<file path="config.mk">
export PLATFORM = sky130hd
export DESIGN_NAME = upg_dump_tx
export DESIGN_NICKNAME = d
export VERILOG_FILES = /design/src/rtl/upg_dump_tx_pkg.sv /design/src/rtl/upg_dump_tx_uart_tx_byte.sv /design/src/rtl/upg_dump_tx.sv
export SDC_FILE = /design/constraint.sdc
export NUM_CORES = 1
export LEC_CHECK = 0
export ABC_CLOCK_PERIOD_IN_PS = 2800
export CAP_MARGIN = 20
export CORE_MARGIN = 4
export CORE_UTILIZATION = 40
export CTS_CLUSTER_SIZE = 28
export DETAILED_ROUTE_END_ITERATION = 10
export GPL_TIMING_DRIVEN = 1
export PLACE_DENSITY_LB_ADDON = 0.12
export SYNTH_ARGS = -nofsm -noshare
export SYNTH_HDL_FRONTEND = slang
export SYNTH_SLANG_ARGS = --single-unit
</file>
<file path="constraint.sdc">
create_clock -name upg_clk_i -period 2.8 [get_ports upg_clk_i]
set_clock_uncertainty 0.15 [all_clocks]
set_input_delay 0.28 -clock upg_clk_i [delete_from_list [all_inputs] [get_ports upg_clk_i]]
set_output_delay 0.28 -clock upg_clk_i [all_outputs]
set_load 0.1 [all_outputs]
</file>
<file path="src/rtl/upg_dump_tx_pkg.sv">
// Shared constants and types for the UART programmer (transmit dump and receive sides).
package upg_dump_tx_pkg;

  // 10 MHz clock / 128000 baud
  localparam int UPG_CLKS_PER_BIT = 78;

  // 8N1 frame: start + 8 data + stop
  localparam int UPG_BITS_PER_FRAME = 10;

  // Receive side: sample each bit at its midpoint, expect the same framing
  localparam int UPG_RX_SAMPLE_MID  = UPG_CLKS_PER_BIT / 2;
  localparam int UPG_RX_DATA_BITS   = 8;

  typedef enum logic [2:0] {
    ST_IDLE,
    ST_FETCH,
    ST_CAPTURE,
    ST_SEND,
    ST_DONE
  } dump_state_e;

endpackage

</file>
<file path="src/rtl/upg_dump_tx_uart_tx_byte.sv">
// 8N1 byte serializer. ready_o is also high in the last cycle of the stop
// bit so a new byte can be loaded with no idle gap on the line.
module uart_tx_byte
  import upg_dump_tx_pkg::*;
#(
  parameter int CLKS_PER_BIT = UPG_CLKS_PER_BIT
) (
  input  logic       clk_i,
  input  logic       rst_i,
  input  logic       load_i,
  input  logic [7:0] data_i,
  output logic       ready_o,
  output logic       tx_o
);

  localparam int CW = (CLKS_PER_BIT > 1) ? $clog2(CLKS_PER_BIT) : 1;

  logic [CW-1:0] baud_q;
  logic [3:0]    bit_q;
  logic [9:0]    shreg_q;
  logic          active_q;
  logic          bit_end;
  logic          last_cyc;

  assign bit_end  = (baud_q == CW'(CLKS_PER_BIT - 1));
  assign last_cyc = bit_end && (bit_q == 4'd9);
  assign ready_o  = !active_q || last_cyc;
  assign tx_o     = active_q ? shreg_q[0] : 1'b1;

  // Frame shifter and baud counter; a load in the final stop cycle restarts the frame
  always_ff @(posedge clk_i) begin
    if (rst_i) begin
      baud_q   <= '0;
      bit_q    <= '0;
      shreg_q  <= '1;
      active_q <= 1'b0;
    end else if (load_i && ready_o) begin
      baud_q   <= '0;
      bit_q    <= '0;
      shreg_q  <= {1'b1, data_i, 1'b0};
      active_q <= 1'b1;
    end else if (active_q) begin
      if (bit_end) begin
        baud_q  <= '0;
        bit_q   <= bit_q + 4'd1;
        shreg_q <= {1'b1, shreg_q[9:1]};
        if (bit_q == 4'd9) active_q <= 1'b0;
      end else begin
        baud_q <= baud_q + CW'(1);
      end
    end
  end

endmodule

</file>
<file path="src/rtl/upg_dump_tx.sv">
// Memory dump transmitter: reads 32-bit words and sends them LSB byte first over UART.
module upg_dump_tx
  import upg_dump_tx_pkg::*;
#(
  parameter int CLKS_PER_BIT = UPG_CLKS_PER_BIT
) (
  input  logic        upg_clk_i,
  input  logic        upg_rst_i,
  input  logic        start_i,
  input  logic [14:0] base_adr_i,
  input  logic [14:0] word_cnt_i,
  output logic        mem_rd_o,
  output logic [14:0] mem_adr_o,
  input  logic [31:0] mem_dat_i,
  output logic        upg_tx_o,
  output logic        busy_o,
  output logic        done_o
);

  dump_state_e state_q, state_d;
  logic [14:0] addr_q;
  logic [14:0] cnt_q;
  logic [31:0] word_q;
  logic [1:0]  byte_q;   // next byte of word_q to load; 0 means all four loaded
  logic        tx_load;
  logic [7:0]  tx_data;
  logic        tx_ready;

  uart_tx_byte #(.CLKS_PER_BIT(CLKS_PER_BIT)) u_tx (
    .clk_i   (upg_clk_i),
    .rst_i   (upg_rst_i),
    .load_i  (tx_load),
    .data_i  (tx_data),
    .ready_o (tx_ready),
    .tx_o    (upg_tx_o)
  );

  assign mem_adr_o = addr_q;
  assign busy_o    = (state_q == ST_FETCH) || (state_q == ST_CAPTURE) || (state_q == ST_SEND);

  // State register
  always_ff @(posedge upg_clk_i) begin
    if (upg_rst_i) state_q <= ST_IDLE;
    else           state_q <= state_d;
  end

  // Next state and strobes; byte 0 is loaded straight from the read data so the
  // start bit appears the cycle after capture
  always_comb begin
    state_d  = state_q;
    mem_rd_o = 1'b0;
    done_o   = 1'b0;
    tx_load  = 1'b0;
    tx_data  = word_q[{byte_q, 3'b000} +: 8];
    unique case (state_q)
      ST_IDLE: begin
        if (start_i) state_d = (word_cnt_i == 15'd0) ? ST_DONE : ST_FETCH;
      end
      ST_FETCH: begin
        mem_rd_o = 1'b1;
        state_d  = ST_CAPTURE;
      end
      ST_CAPTURE: begin
        tx_load = 1'b1;
        tx_data = mem_dat_i[7:0];
        state_d = ST_SEND;
      end
      ST_SEND: begin
        if (tx_ready) begin
          if (byte_q != 2'd0) tx_load = 1'b1;
          else                state_d = (cnt_q == 15'd1) ? ST_DONE : ST_FETCH;
        end
      end
      ST_DONE: begin
        done_o  = 1'b1;
        state_d = ST_IDLE;
      end
      default: state_d = ST_IDLE;
    endcase
  end

  // Address, remaining count, word buffer and byte index
  always_ff @(posedge upg_clk_i) begin
    if (upg_rst_i) begin
      addr_q <= '0;
      cnt_q  <= '0;
      word_q <= '0;
      byte_q <= '0;
    end else begin
      if (state_q == ST_IDLE && start_i && word_cnt_i != 15'd0) begin
        addr_q <= base_adr_i;
        cnt_q  <= word_cnt_i;
      end
      if (state_q == ST_CAPTURE) begin
        word_q <= mem_dat_i;
        byte_q <= 2'd1;
      end
      if (state_q == ST_SEND && tx_ready) begin
        if (byte_q != 2'd0) begin
          byte_q <= byte_q + 2'd1;
        end else begin
          addr_q <= addr_q + 15'd1;
          cnt_q  <= cnt_q - 15'd1;
        end
      end
    end
  end

endmodule
</file>
Yosys cells after proc, flatten, opt, wreduce, memory -nomap -nowiden
Index checks and enable logic that the tools add are counted.

Word-level logic and storage cells: 74. Flip-flop bits (word level): 88. Output and inout port bits: 19.

Equality and inequality tests: 10. Reduce and logical (&&, ||, !) cells: 19. Mux-type cells: 30. Add/sub/neg operators: 5. Shift-type cells: 1.

Operator list (count): 15-bit 2-to-1 mux (6); 32-bit by 6-bit indexed part select with 8-bit output (1); 9-bit 2-to-1 mux (3); 15-bit by 1-bit adder with 15-bit output (second input constant) (1); 15-bit by 1-bit equality test with 1-bit output (second input constant) (1); 15-bit logical NOT (1); 3-bit 2-to-1 mux (5); 15-bit nonzero test (1); 15-bit by 1-bit subtractor with 15-bit output (second input constant) (1); 3-bit case mux with 4 select lines (1); 1-bit 2-to-1 mux (9); 8-bit 2-to-1 mux (1); 7-bit by 1-bit adder with 7-bit output (second input constant) (1); 7-bit equality test (second input constant) (1); 7-bit 2-to-1 mux (1); 3-bit by 2-bit equality test with 1-bit output (second input constant) (2); 2-bit 2-to-1 mux (3); 2-bit != test (second input constant) (3); 2-bit nonzero test (3); 1-bit logical AND (5); 4-bit by 1-bit adder with 4-bit output (second input constant) (1); 4-bit equality test (second input constant) (1); 2-bit AND reduction (2); 3-bit by 1-bit equality test with 1-bit output (second input constant) (1); other kinds (8) (10).

Longest topological paths before layout
Gate-level depths: netlist (run 1).

Depth in word-level cells: 8. Gate-level depth with buffers: 9. Gate-level depth less buffers: 7.

Hierarchy
From an unflattened synthesis (run 1), not the netlist that was laid out.

Cells, all modules: 580. Area total of the unflattened synthesis: 4581.9 sq um.

By module, submodules not included: upg_dump_tx (area an instance 3405.8 sq um, cells an instance 440, instances 1, seq. area each 1341.3 sq um); uart_tx_byte (area an instance 1176.1 sq um, cells an instance 140, instances 1, seq. area each 420.4 sq um).

Worst setup path before layout (run 1)
Ideal clock, no wire load.

Kind: reg2reg. Start point: register addr_q[0], in the netlist mem_adr_o[0]. End point: register addr_q[12], in the netlist mem_adr_o[12]. Period minus slack after synthesis: 2.641 ns. Arrival: 2.414 ns. Path slack: 0.159 ns. Required time: 2.574 ns. Stages on the path, launching flop included: 7. Cells stage by stage: dfxtp_1 -> ha_1 -> and3_1 -> nand4_1 -> or2_2 -> o32a_1 -> o22ai_1.

Cells in the longest elaborated chain, start to end: 3.

Ends and longest elaborated chain: from (decl) (line upg_dump_tx.sv:21) `logic [14:0] addr_q;`; from (signal assigned) (line upg_dump_tx.sv:91) `addr_q <= base_adr_i;`; from (signal assigned) (line upg_dump_tx.sv:102) `addr_q <= addr_q + 15'd1;`; 15-bit by 1-bit adder with 15-bit output (line upg_dump_tx.sv:102); 15-bit 2-to-1 mux (line upg_dump_tx.sv:99) `if (byte_q != 2'd0) begin`; 15-bit 2-to-1 mux (line upg_dump_tx.sv:98) `if (state_q == ST_SEND && tx_ready) begin`.

No other way between the ends. A chain may end at the register's enable or synchronous reset.

Final worst setup path (run 1)
Start point: register u_tx.baud_q[1]. End point: register addr_q[0], in the netlist mem_adr_o[0].

Cells in the longest elaborated chain, start to end: 5.

Ends and longest elaborated chain: from (decl) (line upg_dump_tx_uart_tx_byte.sv:18) `logic [CW-1:0] baud_q;`; from (signal assigned) (line upg_dump_tx_uart_tx_byte.sv:49) `baud_q <= baud_q + CW'(1);`; 7-bit equality test (line upg_dump_tx_uart_tx_byte.sv:25) `assign bit_end = (baud_q == CW'(CLKS_PER_BIT - 1));`; 1-bit logical AND (line upg_dump_tx_uart_tx_byte.sv:26) `assign last_cyc = bit_end && (bit_q == 4'd9);`; 1-bit logical OR (line upg_dump_tx_uart_tx_byte.sv:27) `assign ready_o = !active_q || last_cyc;`; 1-bit logical AND (line upg_dump_tx.sv:98); 15-bit 2-to-1 mux (line upg_dump_tx.sv:98).

No other way between the ends.

==> out/results.tsv, run 1 <==
metric	value	unit
status	completed	
crit_chain	inv_1, ha_1, and2_0, and3_1, o211ai_4, buf_4, a2bb2oi_1, a21oi_1	
irDropWorstVdd	0.000386	V
synth-edff-count	0	
vias	4186	
grt_pass1_vias	4026	
synth_most_common_cell	nand2_1	
r2r-end	mem_adr_o[0]$_SDFF_PP0_	
grt_antenna_before_repair	0	
hold_viol_final	0	
syn_area	0.00446	mm²
cp-start-kind	flop	
hold_path_startpoint	upg_rst_i	
path_max_fanout	23	
drv_cap	0	
slew_violations	0	
area_growth	26.1	%
min_period	2.45	ns
reg2reg_slack	0.35	ns
port_buffers	83	
grt_pass1_wl	19.4	mm
initial_utilization	40.9	%
finalWorstSetupSlack	0.355	ns
viasPerCell	5.46	
cts_tree	done	
critPathCaptureType	flop	
hold_path_end	u_tx.shreg_q[0]$_SDFFE_PP1P_	
critPathMaxStageDelay	0.55	ns
leakage	2.00	nW
reg2reg_depth	8	
slowest_stage	o211ai_4	
rsz0062_at_grt	false	
cts_buffers	9	
syn_avg_cell_area	8.21	µm²
drt_iter0_markers	279	
yosys.area.top_type	dfxtp_1	
routedWlPerCell	15.2	µm
worstSkewPairLatency	0.36	ns
arrival	2.52	ns
die_h	114	µm
clkSlewWorstSetupHoldPaths	0.11	ns
worstReg2RegStart	u_tx.baud_q[1]$_SDFFE_PP0P_	
synth_cell_type_count	62	
grt_use_total	18.3	%
ys_top_cells_by_count	114 x nand2_1, 88 x dfxtp_1, 47 x a21oi_1, 38 x nand3_1, 33 x nor2_1	
wirelength	11.6	mm
die-area	0.0129	mm²
synth_seq_cells	88	
synthTopCellsByArea	dfxtp_1 40%, nand2_1 9.6%, a21oi_1 5.3%	
yosysWarnings	0	
crit_family	compound AO/OA/AOI/OAI gates	
maxSlewHeadroom	38.8	%
ys.flop_type	dfxtp_1	
ys_seq_area_share	39.5	%
fillerInstances	1041	
syn_inst	543	
cts.htree.levels	3	
setup.worst_path.class	flop to flop	
synth_top_area_share	39.5	%
clock_path_buffers	2	
synth_nets	616	
dpl_worst_slack	0.108	ns
cp.required	2.88	ns
setup_viol	0	
powerDensity	674	mW/mm²
synthArstFlopShare	0	%
final_nets	694	
grt_overflow	0	
gp_congestion	0.861	
fin_crit_sh	87.3	%
core_area	0.0109	mm²
critPathBufInv	2	
rows	38	
fin_setup_tns	0	ns
clock-sinks	88	
drc_errors	0	
cts_root_buffer	clkbuf_8	
drt_first_pass_iters	4	
hpwl	7.99	mm
grt_max_degree	74	
post_route_cells_drive_above_1_share	12.9	%
worst_slew_pin_slew	0.917	ns
hold_class	input port to flop	
diodes	0	
die_w	114	µm
min_path_cells	3	
ios	84	
ant_nets	0	
fmax	409	MHz
registers in the layout, indices dropped and copies added, names as in the netlist:
name           count
u_tx.bit_q         4
cnt_q             15
u_tx.active_q      1
u_tx.baud_q        7
state_q            3
word_q            32
u_tx.shreg_q       9
byte_q             2
mem_adr_o         15
per-stage QoR:
stage	std cells	hold slack [ns]	total power [mW]	util, %	instance area (µm²)
after floorplan	543	0.266	2.40	-	4460
after global placement	750	0.290	2.75	49.3	5370
after detailed placement	750	0.297	2.76	49.3	5370
after CTS	766	0.184	3.81	51.5	5610
after global routing	766	0.252	3.99	51.6	5620
final	766	0.193	3.79	51.6	5620
layout make-up:
| type | count | area [µm²] | share of cell area (%) |
|---|---|---|---|
| Clock inverter | 6 | 103 | 1.83 |
| Tap cell | 140 | 175 | 3.12 |
| Multi-Input combinational cell | 407 | 2490 | 44.3 |
| Timing Repair Buffer | 98 | 891 | 15.9 |
| Sequential cell | 88 | 1760 | 31.3 |
| Inverter | 17 | 63.8 | 1.14 |
| Clock buffer | 10 | 138 | 2.45 |
what timing repair did:
action | 4_1_cts | 5_1_grt
endpoints found under the hold margin | 0 | 0
endpoints found under the setup margin | 0 | 12
setup buffers | 0 | 0
gates resized for setup | 0 | 1
hold buffers | 0 | 0
report_power, final:
part | leakage [nW] | internal [mW] | total (mW) | switching (mW)
clock | 0.120 | 0.541 | 1.05 | 0.508
sequential | 0.718 | 1.40 | 1.51 | 0.116
combinational | 1.16 | 0.430 | 1.23 | 0.798
total | 2.00 | 2.37 | 3.79 | 1.42
cell usage in the layout, fill, tap and decap left out, types with 4 or more instances in the layout:
| master | n |
|---|---|
| nand2_1 | 114 |
| dfxtp_1 | 88 |
| clkdlybuf4s50_1 | 63 |
| a21oi_1 | 47 |
| nand3_1 | 38 |
| buf_4 | 34 |
| nor2_1 | 31 |
| inv_1 | 17 |
| a31oi_1 | 17 |
| a32oi_1 | 14 |
| or3_1 | 10 |
| a21o_1 | 10 |
| clkbuf_8 | 10 |
| mux4_2 | 8 |
| ha_1 | 8 |
| nand4_1 | 7 |
| o311ai_0 | 7 |
| and3_1 | 6 |
| nor4_1 | 5 |
| nor3_1 | 5 |
| o21ai_0 | 5 |
| xor2_1 | 5 |
| and2_1 | 4 |
| or2_2 | 4 |
| a22oi_1 | 4 |
| mux2i_1 | 4 |
| a211oi_1 | 4 |
worst reg2reg max path, stage by stage (launching register included):
cell,delay [ns]
dfxtp_1,0.37
inv_1,0.06
ha_1,0.17
and2_0,0.23
and3_1,0.24
o211ai_4,0.55
buf_4,0.31
a2bb2oi_1,0.17
a21oi_1,0.08
cells by family after synthesis:
logic type      Yosys count  synth area share, %
compound gates          133                 20.4
simple gates            244                 25.8
flops                    88                 39.5
fa+ha+maj                 8                 2.25
mux                      14                 5.45
buf+inv                  48                 4.91
xor+xnor                  8                 1.57
how the worst max path moves through the flow:
| stage | cells past startpoint | start | slack (ns) | end |
|---|---|---|---|---|
| finish | 8 | u_tx.baud_q[1]$_SDFFE_PP0P_ | 0.35 | mem_adr_o[0]$_SDFF_PP0_ |
| detailed placement | 8 | u_tx.baud_q[1]$_SDFFE_PP0P_ | 0.11 | mem_adr_o[0]$_SDFF_PP0_ |
| CTS | 8 | u_tx.baud_q[1]$_SDFFE_PP0P_ | 0.1 | mem_adr_o[0]$_SDFF_PP0_ |
| global placement | 8 | u_tx.baud_q[1]$_SDFFE_PP0P_ | 0.15 | mem_adr_o[0]$_SDFF_PP0_ |
| floorplan | 6 | mem_adr_o[0]$_SDFF_PP0_ | 0.16 | mem_adr_o[12]$_SDFF_PP0_ |
| global route | 8 | u_tx.baud_q[1]$_SDFFE_PP0P_ | 0.15 | mem_adr_o[0]$_SDFF_PP0_ |
layer usage:
| metal | share of wire [%] | routed length (µm) | vias up | GRT usage, % |
|---|---|---|---|---|
| met5 | 0 | 0 | - | 0 |
| met4 | 1.1 | 132 | 0 | 5.61 |
| met3 | 4.3 | 505 | 10 | 3.71 |
| met2 | 45 | 5280 | 81 | 27.8 |
| li1 | - | - | 2135 | - |
| met1 | 49 | 5700 | 1960 | 26.2 |
(Power assumes the default switching activity.)
==> inputs of run 2 (changes only) <==
ABC_AREA = 1   (was unset)
CORE_UTILIZATION = 50   (was 40)
==> run 2 against run 1 <==
  * Clock power about the same
  * Global-route usage up 3.6 points
  * Register-to-register slack better by 0.30 ns
  * Worst setup slack better by 0.30 ns
  * Sequential share of layout area down 2.3 points
  * Sequential cell count unchanged
  * Non-clock buffer count down 3
  * Maximum frequency up 14%
  * Sequential power up 5%
  * Synthesized cell count up 46%
  * Critical path depth down 1
  * First-iteration DRC count down 4.7%
  * Largest cell class unchanged
  * Highest routed layer unchanged
==> out/results.tsv, run 2 <==
metric	value	unit	change
viasPerCell	5.10		-6.6%
initial_utilization	51.1	%	+10 points
cts_root_buffer	clkbuf_8		
synth_top_area_share	35.4	%	-4.1 points
hold_class	flop to flop		
final_cell_area	0.00606	mm²	+7.8%
grt_pass1_vias	4767		+18%
cts_setup_buffers	0		unchanged
syn_avg_cell_area	6.25	µm²	-24%
cts_buffers	9		unchanged
use_met3	2.82	%	-0.89 points
synth_xor_area_share	3.35	%	+1.8 points
syn_area	0.00497	mm²	+12%
leakage	2.68	nW	+34%
regMostFlops	word_q		
gp_congestion	0.858		-0.39%
diodes	0		unchanged
worst_slew_pin_slew	0.619	ns	-0.299 ns
fillerInstances	943		-9.4%
path_max_fanout	11		-52%
drt_iter0_markers	266		-4.7%
ys_top_cells_by_count	231 x nand2_1, 146 x nor2_1, 88 x dfxtp_1, 62 x inv_1, 61 x o21ai_0		
die_w	108	µm	-5.1%
place_inst	987		+32%
grt_max_degree	34		-54%
use_met1	27.0	%	+0.84 points
ant_nets	0		unchanged
yosysWarnings	0		unchanged
core_area	0.00973	mm²	-11%
cp-start-kind	flop		
powerDensity	705	mW/mm²	+4.5%
synth_fa_ha_area_share	2.01	%	-0.23 points
area_growth	21.9	%	
fmax	466	MHz	+14%
post_route_cells_drive_above_1_share	7.13	%	-5.8 points
synth_top_family_by_area	simple AND/OR/NAND/NOR gates		
stdcell_count	1003		+31%
synth_seq_cells	88		unchanged
synth_cell_type_count	36		-42%
synthMuxAreaShare	0	%	-5.4 points
die_h	108	µm	-5.1%
maxSlewHeadroom	58.7	%	+20 points
synth_compound_area_share	11.9	%	-8.6 points
utilization	62.3	%	+11 points
largest_register_ffs	32		unchanged
worstReg2RegStart	byte_q[0]$_SDFF_PP0_		
cts_tree	done		
port_buffers	83		unchanged
ys.flop_type	dfxtp_1		
rsz0062_at_grt	false		
status	completed		
yosys.area.top_type	dfxtp_1		
busiest_layer	met2		
die-area	0.0116	mm²	-10%
worstSkewPairLatency	0.36	ns	about the same
routedWlPerCell	12.5	µm	-18%
layout_commonest_cell	nand2_1		
synth-edff-count	0		unchanged
crit_chain	inv_1, ha_1, a21oi_1, a21boi_0, nor2_1, nand2_1, nand3_1		
synthArstFlopShare	0	%	unchanged
irDropWorstVdd	0.000388	V	+0.60%
fin_crit_sh	76.6	%	-11 points
drv_cap	0		unchanged
clock_path_buffers	2		unchanged
arrival	2.29	ns	-0.23 ns
final_cell_mix	231 x nand2_1, 145 x nor2_1, 88 x dfxtp_1		
use_met2	38.1	%	+10 points
yosys.area_share.simple	38.3	%	+12 points
hpwl	9.00	mm	+13%
synthTopCellsByArea	dfxtp_1 35%, nand2_1 17%, nor2_1 11%		
synth_most_common_cell	nand2_1		
placed_area	0.00582	mm²	+8.3%
drt_first_pass_iters	5		+1
grt_overflow	0		unchanged
clock-sinks	88		unchanged
ios	84		unchanged
cp.required	2.94	ns	+0.06 ns
min_period	2.15	ns	-0.300 ns
slowest_stage	nor2_1		
grt_antenna_before_repair	0		unchanged
critPathMaxStageDelay	0.45	ns	-0.10 ns
drc_errors	0		unchanged
post_cts_resized	0		unchanged
hold_path_startpoint	word_q[11]$_SDFFE_PP0P_		
hold_viol_final	0		unchanged
cp-startpoint	byte_q[0]$_SDFF_PP0_		
hold_buffers	0		unchanged
setup_viol	0		unchanged
fin_setup_tns	0	ns	unchanged
vias	5120		+22%
cts.htree.levels	3		unchanged
grt_pass1_wl	21.0	mm	+7.9%
ys_seq_area_share	35.4	%	-4.1 points
slew_violations	0		unchanged
synth_nets	868		+41%
rows	36		-5.3%
grt_use_total	21.9	%	+3.6 points
syn_inst	795		+46%
setup.worst_path.class	flop to flop		
final_nets	938		+35%
critPathCaptureType	flop		
wirelength	12.5	mm	+7.8%
clkSlewWorstSetupHoldPaths	0.09	ns	-0.02 ns
==> run 2: area by class of cell <==
type                            instances  area (µm²)  area share [%]
Clock buffer                            9         124            2.04
Inverter                               66         253            4.17
Multi-Input combinational cell        605        2760            45.6
Sequential cell                        88        1760            29.1
Timing Repair Buffer                   95         873            14.4
Clock inverter                          7         120            1.98
Tap cell                              133         166            2.75
==> run 2: kinds of logic after synthesis <==
logic type / Yosys count
simple gates: 462
compound gates: 116
buf+inv: 102
flops: 88
xor+xnor: 19
fa+ha+maj: 8
==> run 2: worst paths after layout <==
kind | endpoint | slack [ns] | cells past startpoint
hold / removal | word_q[11]$_SDFFE_PP0P_ | 0.31 | 2
setup / recovery | u_tx.shreg_q[1]$_SDFFE_PP1P_ | 0.65 | 7
setup reg to reg | u_tx.shreg_q[1]$_SDFFE_PP1P_ | 0.65 | 7
hold reg to reg | word_q[11]$_SDFFE_PP0P_ | 0.31 | 2
==> run 2: through the flow <==
| stage | hold WS (ns) | worst slack [ns] | power (mW) |
|---|---|---|---|
| 5_1_grt | 0.319 | 0.444 | 4.56 |
| 4_1_cts | 0.299 | 0.668 | 4.29 |
| 2_1_floorplan | 0.271 | 0.425 | 2.83 |
| 3_5_place_dp | 0.302 | 0.681 | 3.22 |
| 6_report | 0.313 | 0.655 | 4.27 |
| 3_3_place_gp | 0.295 | 0.732 | 3.19 |
==> run 2: critical path: cells and delay by family, from the launching register on <==
family | cells | cell delay (ns)
fa+ha+maj | 1 | 0.34
compound gates | 2 | 0.32
flops | 1 | 0.32
buf+inv | 1 | 0.27
simple gates | 3 | 0.66
==> run 2: power by group <==
part / switching (mW) / internal (mW)
clock: 0.479 / 0.592
sequential: 0.150 / 1.43
combinational: 1.10 / 0.530
total: 1.72 / 2.55
==> run 2: layer usage <==
layer	routed length, µm	vias to the layer above
li1	-	2646
met1	5490	2301
met2	6120	151
met3	633	22
met4	274	0
met5	0	-
